## src/rtl/rf_write_arbiter.sv

```systemverilog
// Register file write-port arbiter: picks one of NUM_REQ writers per cycle, registered outputs.
// Define RF_ARB_ROUND_ROBIN_EN for round-robin selection; default build is fixed priority (0 first).
module rf_write_arbiter #(
    parameter int unsigned NUM_REQ     = 4,
    parameter int unsigned ADDR_W      = 5,
    parameter int unsigned DATA_W      = 32,
    parameter bit          ZERO_REG_RO = 1'b1
) (
    input  logic                      clk,
    input  logic                      reset,
    input  logic                      stall,
    input  logic [NUM_REQ-1:0]        req,
    input  logic [NUM_REQ*ADDR_W-1:0] req_addr,
    input  logic [NUM_REQ*DATA_W-1:0] req_data,
    output logic [NUM_REQ-1:0]        gnt,
    output logic                      wr_en,
    output logic [ADDR_W-1:0]         wr_addr,
    output logic [DATA_W-1:0]         wr_data,
    output logic                      busy
);

    localparam int unsigned PtrW = (NUM_REQ > 1) ? $clog2(NUM_REQ) : 1;

    typedef enum logic [1:0] {StIdle, StGrant, StStall} state_e;

    state_e              state_q, state_d;
    logic [NUM_REQ-1:0]  gnt_q, gnt_d;
    logic                wr_en_q, wr_en_d;
    logic [ADDR_W-1:0]   wr_addr_q, wr_addr_d;
    logic [DATA_W-1:0]   wr_data_q, wr_data_d;

    logic [NUM_REQ-1:0]  elig;
    logic [PtrW-1:0]     win;
    logic                found;
    logic [ADDR_W-1:0]   sel_addr;
    logic [DATA_W-1:0]   sel_data;

`ifdef RF_ARB_ROUND_ROBIN_EN
    logic [PtrW-1:0]     ptr_q, ptr_d;
`endif

    // Last cycle's grant masks its owner so a late req drop cannot cause a double write.
    assign elig = req & ~gnt_q;

    always_comb begin : select
        logic [PtrW-1:0] idx;
`ifdef RF_ARB_ROUND_ROBIN_EN
        logic [PtrW:0]   sum;
        sum      = '0;
`endif
        idx      = '0;
        win      = '0;
        found    = 1'b0;
        sel_addr = '0;
        sel_data = '0;
        for (int unsigned off = 0; off < NUM_REQ; off++) begin
`ifdef RF_ARB_ROUND_ROBIN_EN
            sum = {1'b0, ptr_q} + (PtrW+1)'(off);
            if (sum >= (PtrW+1)'(NUM_REQ)) begin
                sum = sum - (PtrW+1)'(NUM_REQ);
            end
            idx = sum[PtrW-1:0];
`else
            idx = PtrW'(off);
`endif
            if (!found && elig[idx]) begin
                found    = 1'b1;
                win      = idx;
                sel_addr = req_addr[idx*ADDR_W +: ADDR_W];
                sel_data = req_data[idx*DATA_W +: DATA_W];
            end
        end
    end

    always_comb begin
        state_d   = state_q;
        gnt_d     = '0;
        wr_en_d   = 1'b0;
        wr_addr_d = wr_addr_q;
        wr_data_d = wr_data_q;
`ifdef RF_ARB_ROUND_ROBIN_EN
        ptr_d     = ptr_q;
`endif
        if (stall) begin
            state_d = StStall;
        end else if (found) begin
            state_d   = StGrant;
            gnt_d     = NUM_REQ'(1) << win;
            wr_addr_d = sel_addr;
            wr_data_d = sel_data;
            wr_en_d   = !(ZERO_REG_RO && (sel_addr == '0));
`ifdef RF_ARB_ROUND_ROBIN_EN
            ptr_d     = (win == PtrW'(NUM_REQ - 1)) ? '0 : win + 1'b1;
`endif
        end else begin
            state_d = StIdle;
        end
    end

    always_ff @(posedge clk or posedge reset) begin
        if (reset) begin
            state_q   <= StIdle;
            gnt_q     <= '0;
            wr_en_q   <= 1'b0;
            wr_addr_q <= '0;
            wr_data_q <= '0;
`ifdef RF_ARB_ROUND_ROBIN_EN
            ptr_q     <= '0;
`endif
        end else begin
            state_q   <= state_d;
            gnt_q     <= gnt_d;
            wr_en_q   <= wr_en_d;
            wr_addr_q <= wr_addr_d;
            wr_data_q <= wr_data_d;
`ifdef RF_ARB_ROUND_ROBIN_EN
            ptr_q     <= ptr_d;
`endif
        end
    end

    assign gnt     = gnt_q;
    assign wr_en   = wr_en_q;
    assign wr_addr = wr_addr_q;
    assign wr_data = wr_data_q;
    assign busy    = (state_q != StIdle);

endmodule

```

## config.mk

```make
export PLATFORM = sky130hd
export DESIGN_NAME = rf_write_arbiter
export DESIGN_NICKNAME = d
export VERILOG_FILES = /design/src/rtl/rf_write_arbiter.sv
export SDC_FILE = /design/constraint.sdc
export NUM_CORES = 1
export LEC_CHECK = 0
export BUFFER_PORTS_ARGS = -buffer_cell sky130_fd_sc_hd__buf_4
export CAP_MARGIN = 30
export CORE_MARGIN = 1
export CORE_UTILIZATION = 41
export DETAILED_ROUTE_END_ITERATION = 10
export PLACE_DENSITY = 0.82
export SLEW_MARGIN = 0
export SYNTH_ARGS = -nofsm -noshare
export SYNTH_HDL_FRONTEND = slang
export SYNTH_SLANG_ARGS = --single-unit
```

## constraint.sdc

```tcl
create_clock -name clk -period 2.65 [get_ports clk]
set_input_delay 0.265 -clock clk [delete_from_list [all_inputs] [get_ports clk]]
set_output_delay 0.265 -clock clk [all_outputs]
set_load 0.02 [all_outputs]
```

# After elaboration in Yosys (flattened, before gate mapping)

Cells that the tools add are included.

Output and inout port bits: 43
Flip-flop bits (word level): 44
Input bits: 155
Word-level logic and storage cells: 40

Muxes and demuxes: 21
Bitwise logic cells: 3
Shifts and indexed selects: 1
Reduce and logical (&&, ||, !) cells: 10

Operators with widths:

| cell                | count |
|---|---|
| $mux 32             | 4 |
| $mux 5              | 4 |
| $mux 1              | 8 |
| $mux 4              | 2 |
| $mux 2              | 3 |
| $logic_not 5->1     | 1 |
| $and 4x4->4         | 1 |
| $logic_not 1->1     | 4 |
| $not 4->4           | 1 |
| $shl 1x2->4 const A | 1 |
| $logic_and 1x1->1   | 3 |
| $reduce_and 2->1    | 1 |
| $reduce_bool 2->1   | 1 |
| $not 1->1           | 1 |

# Depth between registers and ports, before layout

Gate-level depths: netlist of run 1.

Word-level depth: 16
Mapped depth: 7
Gate-level depth less buffers: 5

# Worst setup path after synthesis of run 1

No wires, ideal clock.

Kind: register -> register
Start point: register gnt_q[1], in the netlist gnt[1]
End point: register wr_en_q, in the netlist wr_en
Stages on the path, launching flop included: 7
Path slack: 1.007 ns
Data required time: 2.509 ns
Clock period less this slack: 1.643 ns
Path buffers: 1
Arrival time: 1.501 ns
Path through: dfrtp_1 nand2b_4 and3_4 buf_6 a221oi_1 and3_1 a41oi_1

Word-level cells in the longest chain between the ends: 14
Elaborated cells between the ends (all ways): 17

RTL lines:

| element                | RTL line | RTL |
|---|---|---|
| from (decl)            | 27       | `logic [NUM_REQ-1:0] gnt_q, gnt_d;` |
| from (signal assigned) | 112      | `gnt_q <= gnt_d;` |
| $not 4->4 (*)          | 43       | `assign elig = req & ~gnt_q;` |
| $and 4x4->4 (*)        | 43       |  |
| $logic_and 1x1->1 (*)  | 66       | `if (!found && elig[idx]) begin` |
| $mux 1                 | 66       |  |
| $logic_not 1->1        | 66       |  |
| $logic_and 1x1->1      | 66       |  |
| $mux 1                 | 66       |  |
| $logic_not 1->1        | 66       |  |
| $logic_and 1x1->1      | 66       |  |
| $mux 5                 | 66       |  |
| $logic_not 5->1        | 91       | `wr_en_d = !(ZERO_REG_RO && (sel_addr == '0));` |
| $logic_not 1->1        | 91       |  |
| $mux 1 (*)             | 86       | `end else if (found) begin` |
| $mux 1 (*)             | 84       | `if (stall) begin` |
| via wr_en_d            | 28       | `logic wr_en_q, wr_en_d;` |
| to (signal assigned)   | 113      | `wr_en_q <= wr_en_d;` |
| to (decl)              | 28       |  |

Mark *: on every way through the listed nets, which the timed path passes. The rest lies on a longest branch.
A chain may end at the register's enable or synchronous reset.

# Final worst setup path of run 1

Start point: register gnt_q[0], in the netlist gnt[0]
End point: register wr_data_q[23], in the netlist wr_data[23]

Word-level cells in the longest chain between the ends: 13
Elaborated cells between the ends (all ways): 17

RTL lines:

| element                    | RTL line | RTL |
|---|---|---|
| $not 4->4 (*)              | 43       |  |
| $and 4x4->4 (*)            | 43       |  |
| $mux 1                     | 66       |  |
| $logic_not 1->1            | 66       |  |
| $logic_and 1x1->1          | 66       |  |
| $mux 1                     | 66       |  |
| $logic_not 1->1            | 66       |  |
| $logic_and 1x1->1          | 66       |  |
| $mux 1                     | 66       |  |
| $logic_not 1->1            | 66       |  |
| $logic_and 1x1->1          | 66       |  |
| $mux 1                     | 66       |  |
| $reduce_and 2->1 (no line) | n/a      |  |
| to (signal assigned)       | 115      | `wr_data_q <= wr_data_d;` |
| to (decl)                  | 30       | `logic [DATA_W-1:0] wr_data_q, wr_data_d;` |

Mark *: on every way between the ends. The rest lies on a longest branch, timed or not.

==> results.yml, run 1 <==
worst_setup_path:
  worstSetupStartpointType: "flip-flop"
  worstPathMaxFanout: 40
  path_delay_family: "simple AND/OR/NAND/NOR gates"
  crit_path_top_delay_cell: "and2b_4"
  endpoint_kind: "flip-flop"
  cp.required_ns: 2.80
  crit_type: "reg2reg"
  path_buf_inv: 1
  crit_arrival_ns: 2.35
  crit_path_cell_trace: "and2b_4, nor2_2, buf_4, a222oi_1, a31oi_1"
  cpPeakStageDelay_ns: 0.60
power_and_ir_drop:
  total_power_mw: 1.94
  vdd_drop_max_mv: 0.277
  clockPowerShare: 0.204
  internal_power_mw: 1.31
  comb_power_share: 0.375
  p_seq_frac: 0.421
  powerDensity_mw_per_mm2: 501
  p_switching_mw: 0.634
  sw_frac_of_total: 0.326
  leakagePower_nw: 1.84
yosys:
  synth_top_area_share: 0.472
  synth.avg_cell_area_um2: 9.72
  seq_area_frac_synth: 0.472
  yosysTopAreaCell: "dfrtp_1"
  yosys-top-cells-count: "dfrtp_1 (44), nor2_1 (42), a222oi_1 (33), a31oi_1 (33), nand2_1 (32)"
  synth_cells: 240
  synth.distinct_cells: 30
  synth-seq-cells: 44
  yosysMostFrequentCell: "dfrtp_1"
  yosys_warnings: 0
  syn_nets: 395
  syn_area_mm2: 0.00233
  synth-edff-count: 0
  synth_ff_type: "dfrtp_1"
  ys_top_cells_by_area: "dfrtp_1 (47%), a222oi_1 (14%), a31oi_1 (8.8%)"
  ys_async_sr_fraction: 1.00
flow_run:
  maxCapViolCount: 0
global_route:
  antenna_found_initial: 0
  grt_max_degree: 54
  grt.total_usage: 0.272
  first_global_vias: 2566
  grt-ovfl-total: 0
  grt_pass1_wl_um: 12700
timing:
  rsz0062_at_grt: "false"
  setup_viol: 0
  fin_crit_sh: 0.829
  slew_headroom: 0.385
  period_needed_ns: 2.20
  skew_ns: 0.00576
  timing.final.max_slew_violations: 0
  holdWs_ns: 0.155
  fmax_ghz: 0.455
  setup_tns_ns: 0
  hold_viol_final: 0
  worstMarginPinSlew_ns: 0.921
cts:
  tritoncts: "done"
  cts_root_buffer: "clkbuf_8"
  hold_buffers: 0
  clkTransAtPathRegs_ns: 0.08
  numCtsBuffers: 5
  cts.sinks: 44
  cts_resized: 0
  cts_setup_buffers: 0
  cts.htree.levels: 2
  clk_latency_ns: 0.29
  cts_buffer_depth: 2
placement:
  place_congestion: 0.846
  numPortBuffers: 197
  hpwl_um: 6430
final_layout:
  seqCellArea_mm2: 0.00110
  drive_gt1_frac: 0.521
  fin_nets: 581
  insertedDiodeCount: 0
  fillCellCount: 431
  multiInputGateArea_mm2: 0.00109
  final_util: 0.705
  area_delta_synth_final_pct: 66.4
routing:
  postRouteAntennaNets: 0
  routed_wl_um: 8700
  drtPass1Iterations: 7
  vias_per_cell: 5.78
  drc_errors: 0
  wl_per_cell_um: 17.5
  vias: 2878
  drtIter0Drc: 268
floorplanning:
  die_w_um: 77.4
  core_area_mm2: 0.00551
  die_area_mm2: 0.00600
  start_util: 0.424
  fp.dieH_um: 77.4
  io_pins: 198
  placementRows: 27
outcome:
  status: "finished clean"
hold_path:
  min_path_type: "in2reg"
==> power by group through the flow <==
stage	clock network, mW	registers, mW	logic (mW)
2_1_floorplan	0	0.937	0.236
3_3_place_gp	0	0.829	0.716
3_5_place_dp	0	0.832	0.729
4_1_cts	0.404	0.819	0.729
5_1_grt	0.439	0.829	0.772
6_report	0.396	0.819	0.729
==> cell usage in the layout (no fill, tap or decap), drive strengths merged, types with 2 or more instances in the layout <==
cell type,instances
nor2b,2
a2bb2oi,3
nor2,43
nand2b,3
nand2,33
a31oi,33
nor3,2
dfrtp,44
a221oi,4
and2b,2
and3,2
inv,2
clkbuf,6
a21oi,5
buf,202
a222oi,33
==> flip-flops by register name, summed over array words and instances (netlist names) <==
name	flops
wr_data	32
wr_addr	5
gnt	4
state_q	2
wr_en	1
==> cell families after synthesis <==
| kind of cell | synth area share |
|---|---|
| flops | 0.472 |
| simple gates | 0.188 |
| buf+inv | 0.0643 |
| compound gates | 0.276 |
==> through the flow <==
step / area [um2] / instances / setup slack (ns)
6_report: 3880 / 498 / 0.453
5_1_grt: 3880 / 498 / 0.333
4_1_cts: 3880 / 498 / 0.467
3_5_place_dp: 3800 / 491 / 0.468
3_3_place_gp: 3800 / 491 / 0.575
2_1_floorplan: 2330 / 240 / 1.01
==> worst reg2reg max path, delay by kind of cell (launching register included) <==
kind | cells | cell delay, ns
simple gates | 2 | 0.91
compound gates | 2 | 0.46
flops | 1 | 0.41
buf+inv | 1 | 0.29
==> metal layers <==
metal	wire length, um	part of all wire	vias up	global-route usage
li1	-	-	1301	-
met5	0	0	-	0
met4	157	0.018	0	0.0943
met1	3230	0.37	1398	0.310
met2	4590	0.53	166	0.489
met3	721	0.083	13	0.0706
==> final timing paths <==
kind | from | endpoint | slack, ns | depth (start not counted)
hold / removal | stall | state_q[1]$_DFF_PP0_ | 0.15 | 1
hold reg to reg | wr_addr[2]$_DFFE_PP0P_ | wr_addr[2]$_DFFE_PP0P_ | 0.55 | 2
max in group asynchronous | reset | wr_data[9]$_DFFE_PP0P_ | 1.89 | 2
min in group asynchronous | reset | wr_addr[4]$_DFFE_PP0P_ | 0.19 | 2
setup / recovery | gnt[0]$_DFF_PP0_ | wr_data[23]$_DFFE_PP0P_ | 0.45 | 5
setup reg to reg | gnt[0]$_DFF_PP0_ | wr_data[23]$_DFFE_PP0P_ | 0.45 | 5
==> area by class of cell <==
cell class | count | share of cell area
Clock buffer | 6 | 0.0187
Clock inverter | 1 | 0.00129
Inverter | 2 | 0.00193
Multi-Input combinational cell | 171 | 0.281
Sequential cell | 44 | 0.284
Tap cell | 72 | 0.0232
Timing Repair Buffer | 202 | 0.391
(Power assumes the default switching activity.)
==> run 2: changes to the inputs <==
--- a/config.mk
+++ b/config.mk
@@ -8,9 +8,9 @@
 export BUFFER_PORTS_ARGS = -buffer_cell sky130_fd_sc_hd__buf_4
 export CAP_MARGIN = 30
 export CORE_MARGIN = 1
-export CORE_UTILIZATION = 41
+export CORE_UTILIZATION = 39
 export DETAILED_ROUTE_END_ITERATION = 10
-export PLACE_DENSITY = 0.82
+export PLACE_DENSITY = 0.79
 export SLEW_MARGIN = 0
 export SYNTH_ARGS = -nofsm -noshare
 export SYNTH_HDL_FRONTEND = slang
==> constraint.sdc (replaced) <==
create_clock -name clk -period 2.1 [get_ports clk]
set_input_delay 0.21 -clock clk [delete_from_list [all_inputs] [get_ports clk]]
set_output_delay 0.21 -clock clk [all_outputs]
set_load 0.02 [all_outputs]
==> run 2 against run 1 <==
Effect of this change:
- sequential power up 26%
- clock skew down 0.0018 ns
- total power up 28%
- combinational power up 27%
- clock power up 35%
- cell area up 1.6%
- die area up 5.0%
- critical path depth unchanged
- sequential share of layout area down 0.45 points
- utilization down 0.58 points
- clock-buffer cell count up 2
==> results.yml, run 2 (synthesis gave the netlist of run 1 again) <==
outcome:
  status: "finished clean"
global_route:
  grt_max_degree: 55
  grt.total_usage: 0.266
  grt_pass1_wl_um: 12800
  antenna_found_initial: 0
  first_global_vias: 2748
  grt-ovfl-total: 0
timing:
  fmax_ghz: 0.547
  slew_headroom: 0.628
  period_needed_ns: 1.83
  setup_viol: 0
  timing.final.max_slew_violations: 0
  setup_tns_ns: 0
  hold_viol_final: 0
  fin_crit_sh: 0.871
  worstMarginPinSlew_ns: 0.557
  holdWs_ns: 0.0614
  rsz0062_at_grt: "false"
  skew_ns: 0.00399
power_and_ir_drop:
  vdd_drop_max_mv: 0.380
  leakagePower_nw: 1.87
  powerDensity_mw_per_mm2: 631
floorplanning:
  fp.dieH_um: 79.4
  start_util: 0.414
  die_w_um: 79.4
  die_area_mm2: 0.00630
  placementRows: 27
  io_pins: 198
  core_area_mm2: 0.00564
final_layout:
  area_delta_synth_final_pct: 69.1
  largest_reg_flops: 32
  fin_nets: 586
  fin_area_mm2: 0.00395
  insertedDiodeCount: 0
  layout_common_cells: "buf_4 (206), dfrtp_1 (44), nor2_1 (42), a222oi_1 (33), a31oi_1 (33)"
  final_util: 0.699
  drive_gt1_frac: 0.525
  layout_commonest_cell: "buf_4"
flow_run:
  maxCapViolCount: 0
routing:
  vias: 2768
  vias_per_cell: 5.49
  postRouteAntennaNets: 0
  drtPass1Iterations: 7
  routed_wl_um: 8240
  drc_errors: 0
  wl_per_cell_um: 16.3
  drtIter0Drc: 214
worst_setup_path:
  endpoint_kind: "flip-flop"
  crit_path_top_delay_cell: "and2b_4"
  cp.required_ns: 2.25
  crit_arrival_ns: 1.98
  path_buf_inv: 0
  worstPathMaxFanout: 22
  worstSetupStartpointType: "flip-flop"
  crit_type: "reg2reg"
  path_delay_family: "compound AO/OA/AOI/OAI gates"
  crit_path_cell_trace: "and2b_4, nor2_2, a221oi_1, a2bb2oi_1, a41oi_1"
  cpPeakStageDelay_ns: 0.45
cts:
  numCtsBuffers: 5
  tritoncts: "done"
  cts_resized: 0
  cts.htree.levels: 2
  cts_root_buffer: "clkbuf_8"
  cts_buffer_depth: 2
  clk_latency_ns: 0.29
  cts_setup_buffers: 0
  clkTransAtPathRegs_ns: 0.08
  hold_buffers: 0
  cts.sinks: 44
placement:
  numPortBuffers: 197
  place_area_mm2: 0.00385
  place_congestion: 0.884
  hpwl_um: 6440
hold_path:
  min_path_type: "in2async"
[run 2: per-stage QoR]
stage	total power, mW	cells	setup slack [ns]
floorplan	1.48	240	0.457
global placement	1.96	496	0.334
detailed placement	1.98	496	0.314
CTS	2.52	504	0.305
global route	2.63	504	0.161
finish	2.49	504	0.270
[run 2: power breakdown]
part	switching (mW)	total, mW	internal (mW)
registers	0.0664	1.03	0.963
logic	0.451	0.924	0.473
clock network	0.266	0.535	0.268
total	0.783	2.49	1.71
[run 2: worst register-to-register path, delay by kind of cell (launching register included)]
kind	cells	cell delay, ns
flip-flops	1	0.41
AO/OA/AOI/OAI	3	0.71
AND/OR/NAND/NOR	2	0.58
[run 2: layer usage]
| metal | wire length, um | vias to the layer above | global-route usage |
|---|---|---|---|
| met5 | 0 | - | 0 |
| met2 | 4400 | 174 | 0.499 |
| li1 | - | 1313 | - |
| met4 | 237 | 0 | 0.122 |
| met1 | 2850 | 1260 | 0.278 |
| met3 | 749 | 21 | 0.0609 |
[run 2: final timing paths]
check | start | end | slack, ns | depth (start not counted)
min in group clk | stall | state_q[1]$_DFF_PP0_ | 0.11 | 1
min | reset | wr_data[31]$_DFFE_PP0P_ | 0.06 | 3
max reg2reg | gnt[0]$_DFF_PP0_ | wr_en$_DFF_PP0_ | 0.27 | 5
max | gnt[0]$_DFF_PP0_ | wr_en$_DFF_PP0_ | 0.27 | 5
max in group asynchronous | reset | wr_data[12]$_DFFE_PP0P_ | 1.66 | 3
min reg2reg | wr_data[0]$_DFFE_PP0P_ | wr_data[0]$_DFFE_PP0P_ | 0.55 | 2
[run 2: area by class of cell]
type	count	area (um2)
Clock buffer	8	90.1
Fill cell	468	1700
Inverter	2	7.51
Multi-Input combinational cell	171	1090
Sequential cell	44	1100
Tap cell	72	90.1
Timing Repair Buffer	207	1570
==> run 3: changes to the inputs <==
==> constraint.sdc (replaced) <==
create_clock -name clk -period 2.1 [get_ports clk]
set_input_delay 0.21 -clock clk [delete_from_list [all_inputs] [get_ports clk]]
set_output_delay 0.21 -clock clk [all_outputs]
set_load 0.1 [all_outputs]
==> run 3 against run 2 <==
Effect of this change:
- sequential share of layout area decreased by 0.064 points
- clock-buffer cell count fell by 3
- flip-flop and latch count unchanged
- non-clock buffer count is 2 lower
- die area stayed put
- cell count down 0.40%
- critical path depth unchanged
- combinational power rose by 80%
- cell area is 0.57% higher
- sequential power barely moved
- largest cell class unchanged
==> results.yml, run 3 (synthesis gave the netlist of run 1 again) <==
timing:
  setup_tns_ns: 0
  slew_headroom: 0.530
  rsz0062_at_grt: "false"
  timing.final.max_slew_violations: 0
  fin_crit_sh: 0.906
  worstMarginPinSlew_ns: 0.704
  skew_ns: 0.00728
  hold_viol_final: 0
  period_needed_ns: 1.90
  setup_viol: 0
  fmax_ghz: 0.525
final_layout:
  insertedDiodeCount: 0
  area_delta_synth_final_pct: 70.0
  layout_common_cells: "buf_4 (203), nor2_1 (42), dfrtp_1 (41), a222oi_1 (33), a31oi_1 (33)"
  drive_gt1_frac: 0.535
  largest_reg_flops: 32
  fillCellCount: 459
  layout_commonest_cell: "buf_4"
  final_util: 0.703
  fin_nets: 584
routing:
  drtIter0Drc: 200
  vias: 2822
  drc_errors: 0
  drtPass1Iterations: 6
  postRouteAntennaNets: 0
  vias_per_cell: 5.62
  routed_wl_um: 8380
  wl_per_cell_um: 16.7
floorplanning:
  die_w_um: 79.4
  die_area_mm2: 0.00630
  core_area_mm2: 0.00564
  placementRows: 27
  start_util: 0.414
  io_pins: 198
  fp.dieH_um: 79.4
cts:
  cts.htree.levels: 2
  cts_root_buffer: "clkbuf_8"
  clk_latency_ns: 0.30
  clkTransAtPathRegs_ns: 0.09
  cts.sinks: 44
  numCtsBuffers: 5
  tritoncts: "done"
  cts_setup_buffers: 0
  cts_buffer_depth: 2
  hold_buffers: 0
  cts_resized: 0
global_route:
  first_global_vias: 2645
  grt-ovfl-total: 0
  grt_pass1_wl_um: 12500
  antenna_found_initial: 0
  grt_max_degree: 77
  grt.total_usage: 0.260
outcome:
  status: "finished clean"
hold_path:
  min_path_type: "in2async"
worst_setup_path:
  crit_type: "reg2reg"
  cp.required_ns: 2.25
  crit_arrival_ns: 2.06
  worstSetupStartpointType: "flip-flop"
  endpoint_kind: "flip-flop"
  worstPathMaxFanout: 23
power_and_ir_drop:
  clockPowerShare: 0.196
  vdd_drop_max_mv: 0.479
  sw_frac_of_total: 0.464
  internal_power_mw: 1.79
  powerDensity_mw_per_mm2: 843
  comb_power_share: 0.496
  p_switching_mw: 1.55
  p_seq_frac: 0.308
  leakagePower_nw: 1.87
placement:
  place_congestion: 0.851
  hpwl_um: 6380
  numPortBuffers: 197
flow_run:
  maxCapViolCount: 0
[run 3: cell types whose count changed in the layout (fill, tap and decap cells not counted), sizes merged]
cell      change
buf           -2
clkinvlp      +1
clkinv        +1
clkbuf        -3
bufinv        +1
[run 3: area by class of cell]
class / instances / area (um2) / share of cell area
Clock inverter: 3 / 42.5 / 0.0107
Sequential cell: 44 / 1100 / 0.278
Tap cell: 72 / 90.1 / 0.0227
Clock buffer: 5 / 68.8 / 0.0173
Timing Repair Buffer: 205 / 1560 / 0.394
Multi-Input combinational cell: 171 / 1090 / 0.275
Inverter: 2 / 7.51 / 0.00189
[run 3: through the flow]
step	total power, mW	cell area [um2]	setup slack, ns	hold slack [ns]	instances
floorplan	2.19	2340	0.144	0.241	240
global placement	2.69	3860	0.294	0.369	494
detailed placement	2.71	3860	0.222	0.376	494
CTS	3.36	3970	0.210	0.0448	502
global route	3.46	3970	0.134	0.0775	502
finish	3.34	3970	0.197	0.0217	502
[run 3: per-layer routing]
layer | vias to the layer above | track usage | share of wire
li1 | 1313 | - | -
met5 | - | 0 | 0
met4 | 0 | 0.107 | 0.023
met2 | 169 | 0.490 | 0.53
met3 | 15 | 0.0529 | 0.082
met1 | 1325 | 0.279 | 0.36
[run 3: critical path, stage by stage, from the launching register on]
cell and delay (ns):
dfrtp_2 0.43, and2b_4 0.45, nor2_2 0.13, a221oi_1 0.28
a2bb2oi_1 0.29, a41oi_1 0.17
[run 3: final timing paths]
path	startpoint	to	slack (ns)	cells after the start
min in group clk	stall	state_q[1]$_DFF_PP0_	0.10	1
min	reset	wr_data[25]$_DFFE_PP0P_	0.02	2
max	gnt[0]$_DFF_PP0_	wr_en$_DFF_PP0_	0.20	5
max in group asynchronous	reset	wr_data[12]$_DFFE_PP0P_	1.42	3
max reg2reg	gnt[0]$_DFF_PP0_	wr_en$_DFF_PP0_	0.20	5
min reg2reg	wr_addr[1]$_DFFE_PP0P_	wr_addr[1]$_DFFE_PP0P_	0.53	2
[run 3: power by group through the flow]
stage	logic (mW)	registers [mW]	clock network, mW
after global routing	1.72	1.05	0.700
after floorplan	0.306	1.88	0
after global placement	1.64	1.04	0
after detailed placement	1.66	1.05	0
final	1.66	1.03	0.657
after CTS	1.66	1.03	0.667
